[src/rtl/local_injector_pkg.sv]
// Shared constants and FSM encoding for the local injector: packet/flit
// geometry, default buffer depth and the serializer state type.
package local_injector_pkg;

  localparam int LI_PACKET_SIZE      = 32;
  localparam int LI_FLIT_WIDTH       = 4;
  localparam int LI_FLITS_PER_PACKET = LI_PACKET_SIZE / LI_FLIT_WIDTH;
  localparam int LI_FIFO_DEPTH       = 4;
  localparam int LI_DROP_WIDTH       = 8;

  // Serializer states: IDLE waits for a buffered packet, SEND streams flits.
  typedef enum logic {
    ST_IDLE = 1'b0,
    ST_SEND = 1'b1
  } inj_state_t;

endpackage

[src/rtl/local_injector_if.sv]
// Packet-in / flit-out bundle between the mesh controller, the injector and
// the router local port. The master side is the environment (controller and
// router), the slave side is the injector itself.
interface local_injector_if
  import local_injector_pkg::*;
#(
  parameter int PACKET_SIZE = LI_PACKET_SIZE,
  parameter int FLIT_WIDTH  = LI_FLIT_WIDTH
) ();

  logic                     write_req;
  logic [PACKET_SIZE-1:0]   spike_packet;
  logic                     inj_full;
  logic                     router_full;
  logic [FLIT_WIDTH-1:0]    flit_out;
  logic                     flit_valid;
  logic                     flit_head;
  logic                     flit_tail;
  logic [LI_DROP_WIDTH-1:0] drop_count;

  modport master (
    output write_req, spike_packet, router_full,
    input  inj_full, flit_out, flit_valid, flit_head, flit_tail, drop_count
  );

  modport slave (
    input  write_req, spike_packet, router_full,
    output inj_full, flit_out, flit_valid, flit_head, flit_tail, drop_count
  );

endinterface

[src/rtl/local_injector_packet_fifo.sv]
// Show-ahead packet buffer. The head entry is visible on rd_data whenever the
// buffer is non-empty; a pop and a push may share one edge, which lets a
// write land while full as long as the same edge frees a slot.
module packet_fifo #(
  parameter int WIDTH = 32,
  parameter int DEPTH = 4
) (
  input  logic             clk,
  input  logic             rst,
  input  logic             wr_en,
  input  logic [WIDTH-1:0] wr_data,
  input  logic             rd_en,
  output logic [WIDTH-1:0] rd_data,
  output logic             empty,
  output logic             full,
  output logic             overflow
);

  localparam int AW = $clog2(DEPTH);
  localparam int CW = $clog2(DEPTH) + 1;

  logic [WIDTH-1:0] mem [DEPTH];
  logic [AW-1:0]    wr_ptr_reg, rd_ptr_reg;
  logic [CW-1:0]    count_reg, count_next;
  logic             full_reg;
  logic             pop_ok, push_ok;

  // A pop is only honoured with data present; a push needs a free slot now
  // or one being released by a pop at the same edge.
  assign pop_ok   = rd_en && (count_reg != '0);
  assign push_ok  = wr_en && (!full_reg || pop_ok);
  assign overflow = wr_en && !push_ok;

  // Occupancy after this edge, also used to register the full flag.
  always_comb begin
    count_next = count_reg + CW'(push_ok) - CW'(pop_ok);
  end

  // Storage array; no reset needed since occupancy gates every read.
  always_ff @(posedge clk) begin
    if (push_ok) mem[wr_ptr_reg] <= wr_data;
  end

  // Pointers wrap naturally because DEPTH is a power of two.
  always_ff @(posedge clk or posedge rst) begin
    if (rst) begin
      wr_ptr_reg <= '0;
      rd_ptr_reg <= '0;
      count_reg  <= '0;
      full_reg   <= 1'b0;
    end else begin
      if (push_ok) wr_ptr_reg <= wr_ptr_reg + AW'(1);
      if (pop_ok)  rd_ptr_reg <= rd_ptr_reg + AW'(1);
      count_reg <= count_next;
      full_reg  <= (count_next == CW'(DEPTH));
    end
  end

  assign rd_data = mem[rd_ptr_reg];
  assign empty   = (count_reg == '0);
  assign full    = full_reg;

endmodule

[src/rtl/local_injector.sv]
// Local injector: buffers spike packets from the mesh controller and
// serializes each one, most significant nibble first, into the router's
// local input port. Back-to-back packets stream without a bubble; the
// router can stall any flit indefinitely.
module local_injector
  import local_injector_pkg::*;
#(
  parameter int PACKET_SIZE = LI_PACKET_SIZE,
  parameter int FLIT_WIDTH  = LI_FLIT_WIDTH,
  parameter int FIFO_DEPTH  = LI_FIFO_DEPTH
) (
  input logic             rt_clk,
  input logic             rt_reset,
  local_injector_if.slave inj
);

  localparam int FLITS = PACKET_SIZE / FLIT_WIDTH;
  localparam int CNT_W = $clog2(FLITS);
  localparam logic [CNT_W-1:0] LAST_FLIT = CNT_W'(FLITS - 1);

  inj_state_t               state_reg, state_next;
  logic [PACKET_SIZE-1:0]   shift_reg, shift_next;
  logic [CNT_W-1:0]         cnt_reg, cnt_next;
  logic [LI_DROP_WIDTH-1:0] drop_count_reg;

  logic                   fifo_pop;
  logic                   fifo_empty;
  logic                   fifo_full;
  logic                   fifo_overflow;
  logic [PACKET_SIZE-1:0] fifo_head;
  logic                   flit_valid;
  logic                   transfer;

  packet_fifo #(
    .WIDTH (PACKET_SIZE),
    .DEPTH (FIFO_DEPTH)
  ) u_packet_fifo (
    .clk      (rt_clk),
    .rst      (rt_reset),
    .wr_en    (inj.write_req),
    .wr_data  (inj.spike_packet),
    .rd_en    (fifo_pop),
    .rd_data  (fifo_head),
    .empty    (fifo_empty),
    .full     (fifo_full),
    .overflow (fifo_overflow)
  );

  assign flit_valid = (state_reg == ST_SEND);
  assign transfer   = flit_valid && !inj.router_full;

  // Next-state logic: load from the buffer, shift on each accepted flit and
  // reload directly on the tail so consecutive packets stay contiguous.
  always_comb begin
    state_next = state_reg;
    shift_next = shift_reg;
    cnt_next   = cnt_reg;
    fifo_pop   = 1'b0;
    case (state_reg)
      ST_IDLE: begin
        if (!fifo_empty) begin
          fifo_pop   = 1'b1;
          shift_next = fifo_head;
          cnt_next   = '0;
          state_next = ST_SEND;
        end
      end
      ST_SEND: begin
        if (transfer) begin
          if (cnt_reg == LAST_FLIT) begin
            cnt_next = '0;
            if (!fifo_empty) begin
              fifo_pop   = 1'b1;
              shift_next = fifo_head;
            end else begin
              shift_next = '0;
              state_next = ST_IDLE;
            end
          end else begin
            shift_next = {shift_reg[PACKET_SIZE-FLIT_WIDTH-1:0], {FLIT_WIDTH{1'b0}}};
            cnt_next   = cnt_reg + CNT_W'(1);
          end
        end
      end
      default: begin
        state_next = ST_IDLE;
      end
    endcase
  end

  // Serializer state register; reset drops any packet in flight.
  always_ff @(posedge rt_clk or posedge rt_reset) begin
    if (rt_reset) begin
      state_reg <= ST_IDLE;
      shift_reg <= '0;
      cnt_reg   <= '0;
    end else begin
      state_reg <= state_next;
      shift_reg <= shift_next;
      cnt_reg   <= cnt_next;
    end
  end

  // Saturating count of packets lost to a full buffer.
  always_ff @(posedge rt_clk or posedge rt_reset) begin
    if (rt_reset) begin
      drop_count_reg <= '0;
    end else if (fifo_overflow && (drop_count_reg != '1)) begin
      drop_count_reg <= drop_count_reg + LI_DROP_WIDTH'(1);
    end
  end

  assign inj.flit_valid = flit_valid;
  assign inj.flit_out   = flit_valid ? shift_reg[PACKET_SIZE-1 -: FLIT_WIDTH] : '0;
  assign inj.flit_head  = flit_valid && (cnt_reg == '0);
  assign inj.flit_tail  = flit_valid && (cnt_reg == LAST_FLIT);
  assign inj.inj_full   = fifo_full;
  assign inj.drop_count = drop_count_reg;

endmodule

[src/flat_wrapper.sv]
// flat-port wrapper written by rule: the top's interface ports become plain ports
module local_injector_flat import local_injector_pkg::*;
#(
  parameter int PACKET_SIZE = LI_PACKET_SIZE,
  parameter int FLIT_WIDTH  = LI_FLIT_WIDTH,
  parameter int FIFO_DEPTH  = LI_FIFO_DEPTH
)
  (rt_clk, rt_reset, inj_write_req, inj_spike_packet, inj_router_full, inj_inj_full, inj_flit_out, inj_flit_valid, inj_flit_head, inj_flit_tail, inj_drop_count);
  local_injector_if #(.PACKET_SIZE(PACKET_SIZE), .FLIT_WIDTH(FLIT_WIDTH)) inj_i ();
  input logic rt_clk;
  input logic rt_reset;
  input wire logic [$bits(inj_i.write_req)-1:0] inj_write_req;
  input wire logic [$bits(inj_i.spike_packet)-1:0] inj_spike_packet;
  input wire logic [$bits(inj_i.router_full)-1:0] inj_router_full;
  output wire logic [$bits(inj_i.inj_full)-1:0] inj_inj_full;
  output wire logic [$bits(inj_i.flit_out)-1:0] inj_flit_out;
  output wire logic [$bits(inj_i.flit_valid)-1:0] inj_flit_valid;
  output wire logic [$bits(inj_i.flit_head)-1:0] inj_flit_head;
  output wire logic [$bits(inj_i.flit_tail)-1:0] inj_flit_tail;
  output wire logic [$bits(inj_i.drop_count)-1:0] inj_drop_count;
  assign inj_i.write_req = inj_write_req;
  assign inj_i.spike_packet = inj_spike_packet;
  assign inj_i.router_full = inj_router_full;
  assign inj_inj_full = inj_i.inj_full;
  assign inj_flit_out = inj_i.flit_out;
  assign inj_flit_valid = inj_i.flit_valid;
  assign inj_flit_head = inj_i.flit_head;
  assign inj_flit_tail = inj_i.flit_tail;
  assign inj_drop_count = inj_i.drop_count;
  local_injector #(.PACKET_SIZE(PACKET_SIZE), .FLIT_WIDTH(FLIT_WIDTH), .FIFO_DEPTH(FIFO_DEPTH)) u_core (.rt_clk(rt_clk), .rt_reset(rt_reset), .inj(inj_i));
endmodule
[config.mk]
export PLATFORM = sky130hd
export DESIGN_NAME = local_injector_flat
export DESIGN_NICKNAME = d
export VERILOG_FILES = /design/src/rtl/local_injector_pkg.sv /design/src/rtl/local_injector_if.sv /design/src/rtl/local_injector_packet_fifo.sv /design/src/rtl/local_injector.sv /design/src/flat_wrapper.sv
export SDC_FILE = /design/constraint.sdc
export NUM_CORES = 1
export LEC_CHECK = 0
export ABC_CLOCK_PERIOD_IN_PS = 4900
export CELL_PAD_IN_SITES_DETAIL_PLACEMENT = 0
export CELL_PAD_IN_SITES_GLOBAL_PLACEMENT = 1
export CORE_MARGIN = 2
export CORE_UTILIZATION = 56
export CTS_BUF_LIST = sky130_fd_sc_hd__clkbuf_2
export DETAILED_ROUTE_END_ITERATION = 7
export GPL_TIMING_DRIVEN = 0
export MAX_ROUTING_LAYER = met4
export PLACE_DENSITY_LB_ADDON = 0.1
export SKIP_LAST_GASP = 1
export SYNTH_ARGS = -nofsm -noshare
export SYNTH_HDL_FRONTEND = slang
export SYNTH_HIERARCHICAL = 1
export SYNTH_SLANG_ARGS = --single-unit
export TNS_END_PERCENT = 30
[constraint.sdc]
create_clock -name rt_clk -period 4.9 [get_ports rt_clk]
set_input_delay 1.47 -clock rt_clk [delete_from_list [all_inputs] [get_ports rt_clk]]
set_output_delay 1.47 -clock rt_clk [all_outputs]
set_load 0.01 [all_outputs]
==> run metrics, run 1 <==
Final Max Slew Viols=0; crit path launch=inj_router_full; #FFs+latches synth=180; hold crit path type=flop to flop; FP Rows=41; largest net degree at the start of global routing=37; Synth Instances=401; largest cells by area after synthesis=edfxtp_1 53%, dfrtp_1 18%, mux4_2 10%; PortBufs=slightly above 50; WS Path Type=input pin to flop; status=finished, final reports clean; final setup violating endpoints=0; post-CTS setup buffer count=0; post-route ant nets=0; worst reg2reg path depth=15; number of buffers and inverters on the critical path=4; DP Wirelength=8.35 mm; Synthesized Nets=around 450; Antenna diodes=0; Final WS setup=616 ps; total wire length=13.0 mm; CP endpoint=u_core/u_packet_fifo/full; placed insts=625; first-pass GRT wire length=around 21 mm; vias in the first global route=3867; maximum vdd drop=0.000310 V; Crit path depth=14; CORE AREA=12600 sq um; R2R Setup Slk=1180 ps; chip height=117 um; critical-path cell list=clkdlybuf4s50_1 > nand2b_1 > a21oi_2 > buf_4 > o31ai_4 > a21boi_2 > inv_1 > ha_1 > inv_1 > ha_1 > fa_1 > xnor2_1 > xnor2_1 > nor3b_1; root buffer cell=clkbuf_2; EDFF count, synth=around 130; required time worst endpoint=5560 ps; maxcap violations=0; Distinct cells, synth=43; PD cells=~500 nW/um^2; die width=117 um; RSZ-0062 raised after global routing=no; Finished Layout Cells=657; share of the synthesized area in the top cell type=0.535; final hold viol count=0; peak fanout along the critical path=10; Slowest cell on crit path=clkdlybuf4s50_1; synth warn=6; Worst R2R Start=u_core/cnt_reg[0]; Largest register FFs=128; critical path startpoint category=input pin; GPL Wtd Cong=0.758; area delta synth->final=15.3%; fraction of layout cells with a size suffix above 1=0.190; Resize count post-CTS=0; worst skew pair latency=720 ps; DP Worst Slack=-122 ps; Final Cycle Share=0.874; H-tree levels=4; TritonCTS Sinks=180; Fmax=0.233 GHz; ys async rst share=0.289; Avg Inst Size Synth=17.9 sq um; ys flop type=edfxtp_1; clock buffer depth=2; Worst path top cell family by delay=buffers and inverters; drt drc=0; vias per cell=5.70; Vias=between 3000 and 4000; TNS Setup=0 ps; Initial Util=0.572; Slew HR=0.351; CP max stage delay=roughly 530 ps; clock skew=19.5 ps; First-pass DRT Iterations=4; CTS Buf Count=17; Nets=520; biggest area consumer among synthesized cells=edfxtp_1; Post-Syn Area=between 7000 and 8000 sq um; Iter 0 DRT Violations=273; Worst R2R End=u_core/u_packet_fifo/full; initial antenna violation count=0; Crit. End Element=flop; Tmin final=roughly 4300 ps; Reg clk slew, reported paths=230 ps; WL per Instance=around 20 um; total congestion overflow=0; cts hold-fix bufs=0; Worst-Margin Slew=974 ps; # IOs=52; Hold WS=538 ps; DIE AREA=13800 sq um; Worst EP arrival=4940 ps; Leak=0.00307 uW; sequential fraction of the synthesis area=0.716; All-Layer GR Usage=0.210; CTS tree=built
## how the worst min path moves through the flow
| stage | start | end | slack [ps] | cells after the start |
|---|---|---|---|---|
| detailed placement | u_core/shift_reg[8] | u_core/shift_reg[8] | 490 | 1 |
| finish | u_core/shift_reg[9] | u_core/shift_reg[9] | 540 | 1 |
| global route | u_core/shift_reg[12] | u_core/shift_reg[12] | 560 | 1 |
| floorplan | u_core/shift_reg[31] | u_core/shift_reg[31] | 470 | 1 |
| CTS | u_core/shift_reg[2] | u_core/shift_reg[2] | 540 | 1 |
| global placement | u_core/shift_reg[8] | u_core/shift_reg[8] | 490 | 1 |
## layout by cell type (no fill, tap or decap), types with 2 or more instances in the layout
cell and n:
edfxtp_1 128, dfrtp_1 52, clkdlybuf4s50_1 51, mux4_2 32, a21oi_1 26, and3_1 22
clkbuf_2 19, a221o_1 18, inv_1 12, o21ai_0 12, nor2_1 11, ha_1 11
bufinv_16 7, buf_6 7, clkbuf_1 7, buf_2 6, xnor2_1 6, and2_1 5
a31oi_1 4, a22o_1 4, and2_2 4, nand2_1 3, clkinv_1 2, clkinv_4 2
mux2_4 2, nand2b_1 2, buf_4 2, nor2b_1 2, nand3_1 2
## stage by stage
stage	total power, uW	instance area, sq um	util
after global placement	3320	7920	0.630
after global routing	4500	8290	0.659
after floorplan	2950	7190	-
final	4270	8290	0.659
after CTS	4320	8290	0.659
after detailed placement	3360	7940	0.632
## power breakdown
| group | switching, uW | internal, uW |
|---|---|---|
| logic | 581 | 578 |
| registers | 148 | 2000 |
| clock network | 477 | 489 |
| total | 1210 | 3070 |
## layer usage
layer | part of all wire | routed length (um) | up-vias | global-route usage
met5 | 0 | 0 | - | -
met4 | 0.0055 | 71 | 0 | 0.0708
met1 | 0.45 | 5890 | 1931 | 0.278
met3 | 0.038 | 495 | 4 | 0.0496
li1 | - | - | 1731 | -
met2 | 0.50 | 6500 | 80 | 0.328
## cells in the mapped netlist (all sizes together) (2+ instances only)
library cell and n:
a21boi 2, a21oi 27, a221o 18, a22o 4, a31oi 4, and2 9
and3 22, buf 15, clkbuf 8, dfrtp 52, edfxtp 128, ha 11
inv 13, mux2 3, mux4 32, nand2 3, nand2b 2, nand3 2
nor2 11, nor2b 2, o21ai 12, xnor2 6
## cells by family after synthesis
kind of cell	share of synthesized area
mux	0.107
simple gates	0.0456
flops	0.716
fa+ha+maj	0.0219
buf+inv	0.0284
xor+xnor	0.00731
compound gates	0.0740
## cell type report
cell class | count | area, sq um
Buffer | 23 | 155
Tap cell | 172 | 215
Inverter | 13 | 48.8
Clock buffer | 18 | 90.1
Fill cell | 900 | 4280
Sequential cell | 180 | 5140
Timing Repair Buffer | 52 | 531
Multi-Input combinational cell | 185 | 1850
Clock inverter | 14 | 256
Note: power is estimated with default switching activity, not from simulation.
==> inputs of run 2 (changes only) <==
--- a/config.mk
+++ b/config.mk
@@ -10,7 +10,7 @@
 export CELL_PAD_IN_SITES_GLOBAL_PLACEMENT = 1
 export CORE_MARGIN = 2
 export CORE_UTILIZATION = 56
-export CTS_BUF_LIST = sky130_fd_sc_hd__clkbuf_2
+export CTS_BUF_LIST = sky130_fd_sc_hd__clkbuf_4
 export DETAILED_ROUTE_END_ITERATION = 7
 export GPL_TIMING_DRIVEN = 0
 export MAX_ROUTING_LAYER = met4
@@ -20,4 +20,4 @@
 export SYNTH_HDL_FRONTEND = slang
 export SYNTH_HIERARCHICAL = 1
 export SYNTH_SLANG_ARGS = --single-unit
-export TNS_END_PERCENT = 30
+export TNS_END_PERCENT = 50
==> run 2 against run 1 <==
Combinational power barely moved. Core utilization grew 0.36 points. Highest routed layer unchanged. Largest cell class unchanged. Register-to-register slack gained 20 ps. First-iteration DRC count increased by 21%.
==> run metrics, run 2 (same netlist as run 1, synthesis figures left out) <==
Final Cycle Share=0.907 (+0.0325); Worst EP arrival=4920 ps (-20 ps); hold path depth=1 (unchanged); All-Layer GR Usage=0.211 (+0.000579); worst hold start=u_core/shift_reg[9]; Switching Share=0.278 (-0.00463); WL per Instance=19.8 um (+0.36%); placed insts=625 (unchanged); DP Wirelength=8.35 mm (unchanged); Nets=520 (unchanged); critical path startpoint category=input pin; area delta synth->final=15.9%; largest net degree at the start of global routing=37 (unchanged); drt drc=0 (unchanged); PD cells=522 nW/um^2 (+1.3%); peak fanout along the critical path=10 (unchanged); total congestion overflow=0 (unchanged); Comb power frac=0.266 (-0.005); final hold viol count=0 (unchanged); post-CTS setup buffer count=0 (unchanged); Int Power=3140 uW (+2.5%); Slowest cell on crit path=clkdlybuf4s50_1; Iter 0 DRT Violations=331 (+21%); sw power=1210 uW (+0.14%); clock skew=15.0 ps (-4.50 ps); Final Power=4350 uW (+1.8%); Worst R2R End=u_core/u_packet_fifo/full; PortBufs=51 (unchanged); Largest register FFs=128 (unchanged); hold crit path type=flop to flop; initial antenna violation count=0 (unchanged); Slew HR=0.329 (-0.0223); cts hold-fix bufs=0 (unchanged); FP Rows=41 (unchanged); Worst-Margin Slew=1010 ps (+33.4 ps); RSZ-0062 raised after global routing=no; Leak=0.00308 uW (+0.26%); Finished Layout Cells=657 (unchanged); die width=117 um (unchanged); chip height=117 um (unchanged); Reg clk slew, reported paths=130 ps (-100 ps); worst hold path endpoint=u_core/shift_reg[9]; DIE AREA=13800 sq um (unchanged); vias in the first global route=3860 (-0.18%); Final Max Slew Viols=0 (unchanged); Vias=3767 (+0.56%); total wire length=13.0 mm (+0.36%); H-tree levels=4 (unchanged); maximum vdd drop=0.000300 V (-3.2%); Resize count post-CTS=0 (unchanged); R2R Setup Slk=1200 ps (+20 ps); most common cell after layout, fill and taps aside=edfxtp_1; clock network power share=0.240 (+0.014); worst skew pair latency=560 ps (-160 ps); maxcap violations=0 (unchanged); Hold WS=523 ps (-15.1 ps); critical-path cell list=clkdlybuf4s50_1 > nand2b_1 > a21oi_2 > buf_4 > o31ai_4 > a21boi_2 > inv_1 > ha_1 > inv_1 > ha_1 > fa_1 > xnor2_1 > xnor2_1 > nor3b_1; fraction of layout cells with a size suffix above 1=0.190 (unchanged); First-pass DRT Iterations=5 (+1); Fmax=0.225 GHz (-3.6%); clock buffer depth=2 (unchanged); Worst R2R Start=u_core/cnt_reg[0]; first-pass GRT wire length=20.9 mm (+0.30%); Initial Util=0.572 (unchanged); TNS Setup=0 ps (unchanged); Register Area=5140 sq um (unchanged); worst reg2reg path depth=15 (unchanged); CP max stage delay=520 ps (about the same); WS Path Type=input pin to flop; Seq pwr share=0.494 (-0.009); # IOs=52 (unchanged); multi-input logic area=1850 sq um (unchanged); Worst path top cell family by delay=buffers and inverters; required time worst endpoint=5380 ps (-180 ps); CORE AREA=12600 sq um (unchanged); Tmin final=4440 ps (+159 ps); number of buffers and inverters on the critical path=4 (unchanged); GPL Wtd Cong=0.758 (unchanged); vias per cell=5.73 (+0.56%); Crit. End Element=flop; most frequent cells in the layout=128 x edfxtp_1, 52 x dfrtp_1, 51 x clkdlybuf4s50_1, 32 x mux4_2, 26 x a21oi_1; root buffer cell=clkbuf_4; final setup violating endpoints=0 (unchanged); Antenna diodes=0 (unchanged); TritonCTS Sinks=180 (unchanged); fin area=8330 sq um (+0.54%); CTS tree=built; post-route ant nets=0 (unchanged); CTS Buf Count=17 (unchanged); DP Area=7940 sq um (unchanged); status=finished, final reports clean; FILL cells=895 (-0.56%)
## run 2: cell counts in the layout (fill, tap and decap cells not counted)
No cell type changed its count.
## run 2: stage by stage
stage | utilization | setup WS, ps
after detailed placement | 0.632 | -122
final | 0.663 | 457
after global placement | 0.630 | -307
after floorplan | - | 928
after CTS | 0.663 | 456
after global routing | 0.663 | 268
## run 2: cell type report
| type | instances | share of cell area |
|---|---|---|
| Clock inverter | 14 | 0.0308 |
| Buffer | 23 | 0.0186 |
| Tap cell | 172 | 0.0258 |
| Inverter | 13 | 0.00586 |
| Timing Repair Buffer | 52 | 0.0637 |
| Clock buffer | 18 | 0.0162 |
| Sequential cell | 180 | 0.617 |
| Multi-Input combinational cell | 185 | 0.222 |
## run 2: how the worst max path moves through the flow
stage | from | endpoint | slack [ps] | cells after the start
floorplan | inj_router_full | u_core/u_packet_fifo/full | 930 | 13
global placement | inj_router_full | u_core/u_packet_fifo/mem[2][16] | -310 | 7
detailed placement | inj_router_full | u_core/u_packet_fifo/full | -120 | 14
CTS | inj_router_full | u_core/u_packet_fifo/full | 460 | 14
global route | inj_router_full | u_core/u_packet_fifo/full | 270 | 14
finish | inj_router_full | u_core/u_packet_fifo/full | 460 | 14
## run 2: per-layer routing
metal	GRT usage	wire length, um	vias to the layer above
met2	0.327	6490	61
met4	0.0753	201	0
li1	-	-	1729
met3	0.0467	369	15
met5	-	0	-
met1	0.280	5940	1962
## run 2: worst reg2reg max path, stage by stage (launching register included)
cell and delay (ps):
dfrtp_1 420, ha_1 200, ha_1 210, nand2b_1 100, a21oi_2 430, buf_4 290
o31ai_4 130, a21boi_2 330, inv_1 80, ha_1 280, inv_1 40, ha_1 180
fa_1 390, xnor2_1 190, xnor2_1 160, nor3b_1 210
## run 2: power groups by stage
stage | Sequential, uW | Combinational (uW) | Clock (uW)
2_1_floorplan | 2140 | 811 | 0
3_3_place_gp | 2170 | 1150 | 0
3_5_place_dp | 2180 | 1180 | 0
4_1_cts | 2150 | 1190 | 1060
5_1_grt | 2180 | 1260 | 1130
6_report | 2150 | 1160 | 1040
